**src/rtl/mat_mul_pkg.sv**
```systemverilog
// Shared definitions for mat_mul_mac: controller state encoding and a
// constant-evaluable ceiling-log2 used for widths.
package mat_mul_pkg;

  typedef enum logic [1:0] {
    ST_LOAD,
    ST_MAC,
    ST_OUT
  } state_e;

  function automatic int unsigned clog2(input int unsigned v);
    int unsigned r;
    int unsigned x;
    r = 0;
    x = 1;
    while (x < v) begin
      x = x << 1;
      r++;
    end
    return r;
  endfunction

endpackage

```
**src/rtl/mat_mul_mac_mac_signed.sv**
```systemverilog
// Signed multiply-accumulate slice: clr zeroes the accumulator and wins over
// en; en adds one full-precision product per cycle.
module mac_signed #(
  parameter int unsigned DW = 5,
  parameter int unsigned AW = 12
) (
  input  logic                 clk,
  input  logic                 rst,
  input  logic                 clr,
  input  logic                 en,
  input  logic signed [DW-1:0] a,
  input  logic signed [DW-1:0] b,
  output logic signed [AW-1:0] acc
);

  logic signed [2*DW-1:0] prod;
  logic signed [AW-1:0]   acc_d;
  logic signed [AW-1:0]   acc_q;

  always_comb begin
    prod  = a * b;
    acc_d = acc_q;
    if (clr) begin
      acc_d = '0;
    end else if (en) begin
      acc_d = acc_q + AW'(prod);
    end
  end

  always_ff @(posedge clk or posedge rst) begin
    if (rst) acc_q <= '0;
    else     acc_q <= acc_d;
  end

  assign acc = acc_q;

endmodule

```
**src/rtl/mat_mul_mac.sv**
```systemverilog
// Streaming M x K by K x N signed matrix multiplier with a single MAC slice.
// Optional macro MAT_MUL_MAC_SAT_EN clamps results to OW bits instead of wrapping.
module mat_mul_mac
  import mat_mul_pkg::*;
#(
  parameter int unsigned DW = 5,
  parameter int unsigned M  = 4,
  parameter int unsigned K  = 4,
  parameter int unsigned N  = 2,
  parameter int unsigned OW = 2 * DW + clog2(K)
) (
  input  logic                 clk,
  input  logic                 rst,
  input  logic signed [DW-1:0] din,
  input  logic                 din_valid,
  output logic                 din_ready,
  output logic signed [OW-1:0] dout,
  output logic                 dout_valid,
  input  logic                 dout_ready,
  output logic                 dout_last,
  output logic                 busy
);

  localparam int unsigned AW = 2 * DW + clog2(K);
  localparam int unsigned NA = M * K;
  localparam int unsigned NT = NA + K * N;
  localparam int unsigned LW = clog2(NT) + 1;
  localparam int unsigned KW = clog2(K) + 1;
  localparam int unsigned IW = clog2(M) + 1;
  localparam int unsigned JW = clog2(N) + 1;

  state_e               state_d, state_q;
  logic signed [DW-1:0] mem_d [NT];
  logic signed [DW-1:0] mem_q [NT];
  logic [LW-1:0]        ld_cnt_d, ld_cnt_q;
  logic [KW-1:0]        k_cnt_d, k_cnt_q;
  logic [IW-1:0]        i_cnt_d, i_cnt_q;
  logic [JW-1:0]        j_cnt_d, j_cnt_q;
  logic                 din_ready_d, din_ready_q;
  logic                 dout_valid_d, dout_valid_q;
  logic                 dout_last_d, dout_last_q;
  logic                 busy_d, busy_q;
  logic                 mac_clr, mac_en;
  logic [LW-1:0]        a_idx, b_idx;
  logic signed [AW-1:0] acc;
  logic                 din_acc, dout_acc;

  always_comb begin
    state_d      = state_q;
    mem_d        = mem_q;
    ld_cnt_d     = ld_cnt_q;
    k_cnt_d      = k_cnt_q;
    i_cnt_d      = i_cnt_q;
    j_cnt_d      = j_cnt_q;
    din_ready_d  = din_ready_q;
    dout_valid_d = dout_valid_q;
    dout_last_d  = dout_last_q;
    busy_d       = busy_q;
    mac_clr      = 1'b0;
    mac_en       = 1'b0;
    din_acc      = din_valid && din_ready_q;
    dout_acc     = dout_valid_q && dout_ready;
    a_idx        = LW'(i_cnt_q * K + k_cnt_q);
    b_idx        = LW'(NA + k_cnt_q * N + j_cnt_q);

    unique case (state_q)
      ST_LOAD: begin
        if (din_acc) begin
          mem_d[ld_cnt_q] = din;
          if (ld_cnt_q == LW'(NT - 1)) begin
            ld_cnt_d    = '0;
            k_cnt_d     = '0;
            mac_clr     = 1'b1;
            din_ready_d = 1'b0;
            busy_d      = 1'b1;
            state_d     = ST_MAC;
          end else begin
            ld_cnt_d = ld_cnt_q + 1'b1;
          end
        end
      end
      ST_MAC: begin
        mac_en = 1'b1;
        if (k_cnt_q == KW'(K - 1)) begin
          k_cnt_d      = '0;
          dout_valid_d = 1'b1;
          dout_last_d  = (i_cnt_q == IW'(M - 1)) && (j_cnt_q == JW'(N - 1));
          state_d      = ST_OUT;
        end else begin
          k_cnt_d = k_cnt_q + 1'b1;
        end
      end
      ST_OUT: begin
        if (dout_acc) begin
          dout_valid_d = 1'b0;
          dout_last_d  = 1'b0;
          if (dout_last_q) begin
            i_cnt_d     = '0;
            j_cnt_d     = '0;
            din_ready_d = 1'b1;
            busy_d      = 1'b0;
            state_d     = ST_LOAD;
          end else begin
            mac_clr = 1'b1;
            state_d = ST_MAC;
            if (j_cnt_q == JW'(N - 1)) begin
              j_cnt_d = '0;
              i_cnt_d = i_cnt_q + 1'b1;
            end else begin
              j_cnt_d = j_cnt_q + 1'b1;
            end
          end
        end
      end
      default: state_d = ST_LOAD;
    endcase
  end

  always_ff @(posedge clk or posedge rst) begin
    if (rst) begin
      state_q      <= ST_LOAD;
      mem_q        <= '{default: '0};
      ld_cnt_q     <= '0;
      k_cnt_q      <= '0;
      i_cnt_q      <= '0;
      j_cnt_q      <= '0;
      din_ready_q  <= 1'b1;
      dout_valid_q <= 1'b0;
      dout_last_q  <= 1'b0;
      busy_q       <= 1'b0;
    end else begin
      state_q      <= state_d;
      mem_q        <= mem_d;
      ld_cnt_q     <= ld_cnt_d;
      k_cnt_q      <= k_cnt_d;
      i_cnt_q      <= i_cnt_d;
      j_cnt_q      <= j_cnt_d;
      din_ready_q  <= din_ready_d;
      dout_valid_q <= dout_valid_d;
      dout_last_q  <= dout_last_d;
      busy_q       <= busy_d;
    end
  end

  mac_signed #(
    .DW(DW),
    .AW(AW)
  ) u_mac (
    .clk(clk),
    .rst(rst),
    .clr(mac_clr),
    .en (mac_en),
    .a  (mem_q[a_idx]),
    .b  (mem_q[b_idx]),
    .acc(acc)
  );

  // The accumulator is frozen in OUT, so dout can be formed from it directly.
`ifdef MAT_MUL_MAC_SAT_EN
  localparam int unsigned CW = ((AW > OW) ? AW : OW) + 1;
  localparam logic signed [CW-1:0] SAT_HI = (CW'(1) <<< (OW - 1)) - CW'(1);
  localparam logic signed [CW-1:0] SAT_LO = -SAT_HI - CW'(1);
  logic signed [CW-1:0] acc_x;
  logic signed [CW-1:0] acc_sat;

  always_comb begin
    acc_x = CW'(acc);
    if (acc_x > SAT_HI)      acc_sat = SAT_HI;
    else if (acc_x < SAT_LO) acc_sat = SAT_LO;
    else                     acc_sat = acc_x;
    dout = dout_valid_q ? OW'(acc_sat) : '0;
  end
`else
  always_comb begin
    dout = dout_valid_q ? OW'(acc) : '0;
  end
`endif

  assign din_ready  = din_ready_q;
  assign dout_valid = dout_valid_q;
  assign dout_last  = dout_last_q;
  assign busy       = busy_q;

endmodule

```
**config.mk**
```make
export PLATFORM = sky130hd
export DESIGN_NAME = mat_mul_mac
export DESIGN_NICKNAME = d
export VERILOG_FILES = /design/src/rtl/mat_mul_pkg.sv /design/src/rtl/mat_mul_mac_mac_signed.sv /design/src/rtl/mat_mul_mac.sv
export SDC_FILE = /design/constraint.sdc
export NUM_CORES = 1
export LEC_CHECK = 0
export BUFFER_PORTS_ARGS = -buffer_cell sky130_fd_sc_hd__buf_2
export CORE_ASPECT_RATIO = 0.6
export CORE_MARGIN = 2
export CORE_UTILIZATION = 64
export DETAILED_ROUTE_END_ITERATION = 16
export PLACE_DENSITY = 0.8
export SYNTH_ARGS = -nofsm -noshare
export SYNTH_HDL_FRONTEND = slang
export SYNTH_SLANG_ARGS = --single-unit
```
**constraint.sdc**
```tcl
create_clock -name clk -period 6.9 [get_ports clk]
set_input_delay 0.69 -clock clk [delete_from_list [all_inputs] [get_ports clk]]
set_output_delay 0.69 -clock clk [all_outputs]
set_load 0.005 [all_outputs]
```
==> run metrics, run 1 <==
final core occ=0.722; Synth Register Bits=152; Worst-Margin Slew=0.955 ns; crit path DAT=6.74 ns; cts repair resizes=0; CTS tree=done; top post-synthesis cells by area=dfrtp_1 (39%), mux2_2 (15%), mux4_2 (9.8%); Initial Util=0.662; TritonCTS Buffers=17; drt total wl=24500 microns; Iter 0 DRT Violations=591; die width=163 microns; pwr dens=186 mW/mm^2; endpoint class of the critical path=register; layout cell share with drive strength beyond 1=0.311; RSZ-0062 raised after global routing=false; CP max stage delay=0.73 ns; htree depth=4; Vias=6665; Clk Latency, worst-skew pair=0.44 ns; Antenna Nets Post-Route=0; GRT Residual Overflow=0; drt drc=0; final std cells w/o fill=990; Worst Skew=0.0132 ns; CP top delay family=adder cells; Synth Flop Type=dfrtp_1; footprint of the multi-input gates=0.00555 sq mm; filler instances=982; Post-Place Cell Area=0.00992 sq mm; core area=0.0146 sq mm; Hold WC Path Type=input pin to async pin; Peak supply drop=0.153 mV; Placed Instances=958; Fin. Hold Viols=0; max_cap viols=0; antenna cell count=0; most frequent cells in the layout=dfrtp_1 (149), mux2_2 (126), nor2_1 (49); post-route cell area=0.0106 sq mm; Final setup viols=0; clock sink count=152; hpwl dp=17400 microns; cell mode on critical path=fa_1; Reg area=0.00381 sq mm; # IOs=25; Final min period=6.43 ns; crit start category=register; overall power=1.97 mW; CP max-delay cell=nor2_1; hold buffers post-CTS=0; CP Cell Sequence=ha_1 > ha_1 > xnor2_2 > mux2i_1 > o211ai_1 > o21ai_2 > nor2_1 > fa_1 > inv_1 > fa_1 > inv_1 > fa_1 > fa_1 > ha_1 > a21o_1 > a21oi_1 > o21ai_0 > a31oi_1 > xor2_1 > o21ai_0; vias per inst=6.73; commonest non-fill, non-tap cell in the layout=dfrtp_1; clock-pin transition on the worst setup and hold timing paths=0.07 ns; max-slew violations=0; Layout area overhead=9.12%; die height=99.3 microns; gpl congestion=0.937; Synth Area per Inst=12.6 sq um; routed length per instance=24.7 microns; Final nets=855; buffer count from post-CTS setup fixing=0; critical path fanouts, max=8; Yosys top cell area share=0.390; vias in the first global route=6784; worst hold slack=0.368 ns; setup tns final=0 ns; worst relative slew slack=0.362; outcome=complete, no violations; Static Leak=5.16 nW; IO Port Bufs=24; Clock Tree Root=clkbuf_16; largest net degree at the start of global routing=79; Syn Inst Count=767; crit path setup slack, layout=0.466 ns; CP bufs+invs=2; site row count=34; EDFF count, synth=0; Synthesized Nets=843; register area share after synthesis=0.393; Pre-antenna DRT Iters=5; Mapped Area=0.00969 sq mm; Synth warnings=0; worst path required time=7.21 ns; worst slack at placement=0.615 ns; Synth async-reset ratio=1.00; library cells used by synthesis=58; largest area contributor in the netlist=dfrtp_1; global-route wire length before repair=39200 microns; Total GRT Usage=0.328; die area=0.0162 sq mm; fin crit share=0.932; CP Class=register to register; highest clock rate=0.155 GHz; initial antenna violation count=0; deepest clock path buffer count=2
-- area by class of cell --
class                      count  share of cell area
clock inverter                13              0.0205
timing repair buffer          32              0.0182
clock buffer                  19              0.0409
sequential                   152               0.360
multi-input combinational    543               0.525
inverter                      33              0.0122
tap                          198              0.0234
-- report_power, final --
| part | internal, mW | switching (mW) | total [mW] |
|---|---|---|---|
| combinational | 0.00278 | 0.0296 | 0.0324 |
| sequential | 0.891 | 0 | 0.891 |
| clock | 0.647 | 0.402 | 1.05 |
-- per-layer routing --
layer  GRT usage  wire (microns)  vias up
li1            -               -     2821
met1       0.498           10900     3478
met2       0.450           10600      333
met3       0.114            2680       33
met4      0.0892             319        0
met5           0               0        -
-- synthesized netlist by cell type, types with 2 or more instances --
master / number
dfrtp_1: 151
nand2b_1: 11
a21o_1: 2
buf_4: 4
mux2i_1: 24
nor3b_1: 2
a22o_1: 5
o21ai_0: 29
o21bai_1: 3
inv_1: 32
fa_1: 31
mux4_2: 42
o221ai_1: 2
ha_1: 36
buf_1: 3
or2_2: 2
buf_2: 9
xor2_1: 8
buf_6: 4
a211oi_1: 4
mux4_1: 12
nand3b_1: 2
nand2_1: 47
nor2_1: 49
and2_1: 22
nand3_1: 12
nand4_1: 4
o22ai_1: 6
a21oi_2: 2
mux2_2: 126
nor4_4: 2
nor2b_1: 8
clkbuf_1: 18
a311oi_1: 2
nor3_1: 10
xnor2_1: 8
a21oi_1: 12
-- cells by family after synthesis --
family / Yosys count / share of synthesized area
mux: 204 / 0.301
simple gates: 178 / 0.0931
flops: 152 / 0.393
compound gates: 77 / 0.0513
buf+inv: 72 / 0.0349
fa+ha+maj: 67 / 0.111
xor+xnor: 17 / 0.0161
-- worst reg2reg max path: stages (launching register included) --
cell and delay (ns):
dfrtp_1 0.48, ha_1 0.25, ha_1 0.21, xnor2_2 0.44
mux2i_1 0.19, o211ai_1 0.33, o21ai_2 0.18, nor2_1 0.73
fa_1 0.54, inv_1 0.07, fa_1 0.40, inv_1 0.09
fa_1 0.42, fa_1 0.51, ha_1 0.31, a21o_1 0.16
a21oi_1 0.32, o21ai_0 0.20, a31oi_1 0.24, xor2_1 0.17
o21ai_0 0.09
-- sequential cells by signal, indices dropped and copies added (netlist names) --
register	flops
u_mac.acc	12
k_cnt_q	3
mem_q	120
busy	1
i_cnt_q	3
state_q	2
din_ready	1
dout_last	1
dout_valid	1
ld_cnt_q	6
j_cnt_q	2
-- path summary, 6_finish.rpt --
kind	start	endpoint	slack, ns	cells past startpoint
worst max register to register	k_cnt_q[2]	u_mac.acc[10]	0.47	20
min in group clk	din_valid	din_ready	0.44	2
worst min-delay path	rst	mem_q[99]	0.37	2
max in group asynchronous	rst	mem_q[75]	5.14	3
worst max-delay path	k_cnt_q[2]	u_mac.acc[10]	0.47	20
worst min register to register	mem_q[41]	mem_q[41]	0.53	1
No activity file was read; power rests on OpenSTA's default activity.
==> inputs of run 2 (changes only) <==
--- a/config.mk
+++ b/config.mk
@@ -10,7 +10,7 @@
 export CORE_MARGIN = 2
 export CORE_UTILIZATION = 64
 export DETAILED_ROUTE_END_ITERATION = 16
-export PLACE_DENSITY = 0.8
+export PLACE_DENSITY_LB_ADDON = 0.2
 export SYNTH_ARGS = -nofsm -noshare
 export SYNTH_HDL_FRONTEND = slang
 export SYNTH_SLANG_ARGS = --single-unit
==> run metrics, run 2 (synthesis results as in run 1) <==
Internal Dissipation=1.41 mW; die width=163 microns; crit path DAT=6.69 ns; max_cap viols=0; Fin. Hold Viols=0; pwr dens=176 mW/mm^2; vias per inst=6.71; deepest clock path buffer count=2; global-route wire length before repair=39100 microns; CP Class=register to register; drt drc=0; gpl congestion=0.984; CTS tree=done; setup tns final=0 ns; core area=0.0146 sq mm; Reg-to-Reg End=u_mac.acc[11]; P_sw=0.437 mW; max-slew violations=0; IO Port Bufs=24; die height=99.3 microns; Hold WC Path Type=input pin to async pin; buffer count from post-CTS setup fixing=0; Iter 0 DRT Violations=682; crit path setup slack, layout=0.502 ns; Initial Util=0.662; Clock Tree Root=clkbuf_16; CP max stage delay=0.75 ns; largest net degree at the start of global routing=82; fin crit share=0.927; RSZ-0062 raised after global routing=false; CP max-delay cell=nor2_1; Total GRT Usage=0.325; max FFs per register=120; worst path required time=7.20 ns; cts repair resizes=0; htree depth=4; GRT Residual Overflow=0; hold buffers post-CTS=0; sequential power share=0.482; Final nets=854; routed length per instance=24.4 microns; outcome=complete, no violations; highest clock rate=0.156 GHz; # IOs=25; endpoint class of the critical path=register; Layout area overhead=8.43%; clock-pin transition on the worst setup and hold timing paths=0.07 ns; Static Leak=5.14 nW; Pre-antenna DRT Iters=5; initial antenna violation count=0; Antenna Nets Post-Route=0; Vias=6636; die area=0.0162 sq mm; worst r2r path cells=21; crit start category=register; GR peak layer=met1; slack of the worst reg-to-reg path=0.50 ns; clock power share=0.500; worst relative slew slack=0.389; site row count=34; combinational share of power=0.018; global routing usage on met3=0.0872; end of the critical path=u_mac.acc[11]; Final setup viols=0; clock sink count=152; met2 usage=0.444; layout cell share with drive strength beyond 1=0.312; Peak supply drop=0.140 mV; Final min period=6.40 ns; hpwl dp=17400 microns; met1 usage=0.527; worst r2r src=k_cnt_q[2]; CP Launch Point=k_cnt_q[2]; Worst Skew=0.0112 ns; most frequent cells in the layout=dfrtp_1 (149), mux2_2 (126), nor2_1 (49); worst slack at placement=0.612 ns; commonest non-fill, non-tap cell in the layout=dfrtp_1; antenna cell count=0; CP Cell Sequence=ha_1 > ha_1 > xnor2_2 > mux2i_1 > o211ai_1 > o21ai_2 > nor2_1 > fa_1 > inv_1 > fa_1 > inv_1 > fa_1 > fa_1 > inv_1 > fa_1 > nor2b_1 > o2111ai_1 > nand3_1 > o41a_1 > xnor2_1 > o21ai_0; drt total wl=24100 microns; Clk Latency, worst-skew pair=0.43 ns; TritonCTS Buffers=17; Biggest register=mem_q; cell mode on critical path=fa_1; switching part of the total=0.237; overall power=1.85 mW; vias in the first global route=6642; critical path fanouts, max=8; Worst-Margin Slew=0.914 ns
-- run 2: power by group through the flow --
stage               combinational (mW)  clock, mW  sequential, mW
finish                          0.0327      0.923           0.891
global route                    0.0375      0.976           0.890
CTS                             0.0335      0.932           0.891
detailed placement              0.0332          0           0.908
global placement                0.0315          0           0.908
floorplan                       0.0193          0           0.908
-- run 2: routing by layer --
metal	up-vias	share of wire	wire length, microns
met5	-	0	0
met1	3484	0.47	11400
li1	2820	-	-
met4	0	0.0075	181
met2	307	0.43	10300
met3	25	0.095	2290
-- run 2: how the worst min path moves through the flow --
stage	from	slack, ns	to	cells past startpoint
after floorplan	u_mac.acc[2]	0.48	u_mac.acc[2]	1
after global placement	mem_q[74]	0.50	mem_q[74]	1
after detailed placement	u_mac.acc[2]	0.51	u_mac.acc[2]	1
after CTS	rst	0.44	mem_q[95]	2
after global routing	rst	0.47	mem_q[95]	2
final	rst	0.40	mem_q[90]	2
-- run 2: per-stage QoR --
stage,cell area (sq um),cells,utilization,hold slack (ns)
after global routing,10500,989,0.718,0.466
after floorplan,9690,767,-,0.480
final,10500,989,0.718,0.397
after detailed placement,9930,957,0.678,0.510
after global placement,9930,957,0.678,0.501
after CTS,10500,989,0.718,0.442
-- run 2: area by class of cell --
class                      instances  area, sq um
clock buffer                      18          439
clock inverter                    14          139
fill                             993         4130
inverter                          33          129
multi-input combinational        543         5550
sequential                       152         3810
tap                              198          248
timing repair buffer              31          198
-- run 2: worst max-delay path, delay by kind of cell (launching register included) --
kind | cells | cell delay [ns]
AND/OR/NAND/NOR | 3 | 1.11
flip-flops | 1 | 0.47
buffers and inverters | 3 | 0.23
XOR/XNOR | 2 | 0.55
multiplexers | 1 | 0.19
adder cells (fa/ha/maj) | 7 | 2.86
AO/OA/AOI/OAI | 5 | 0.85
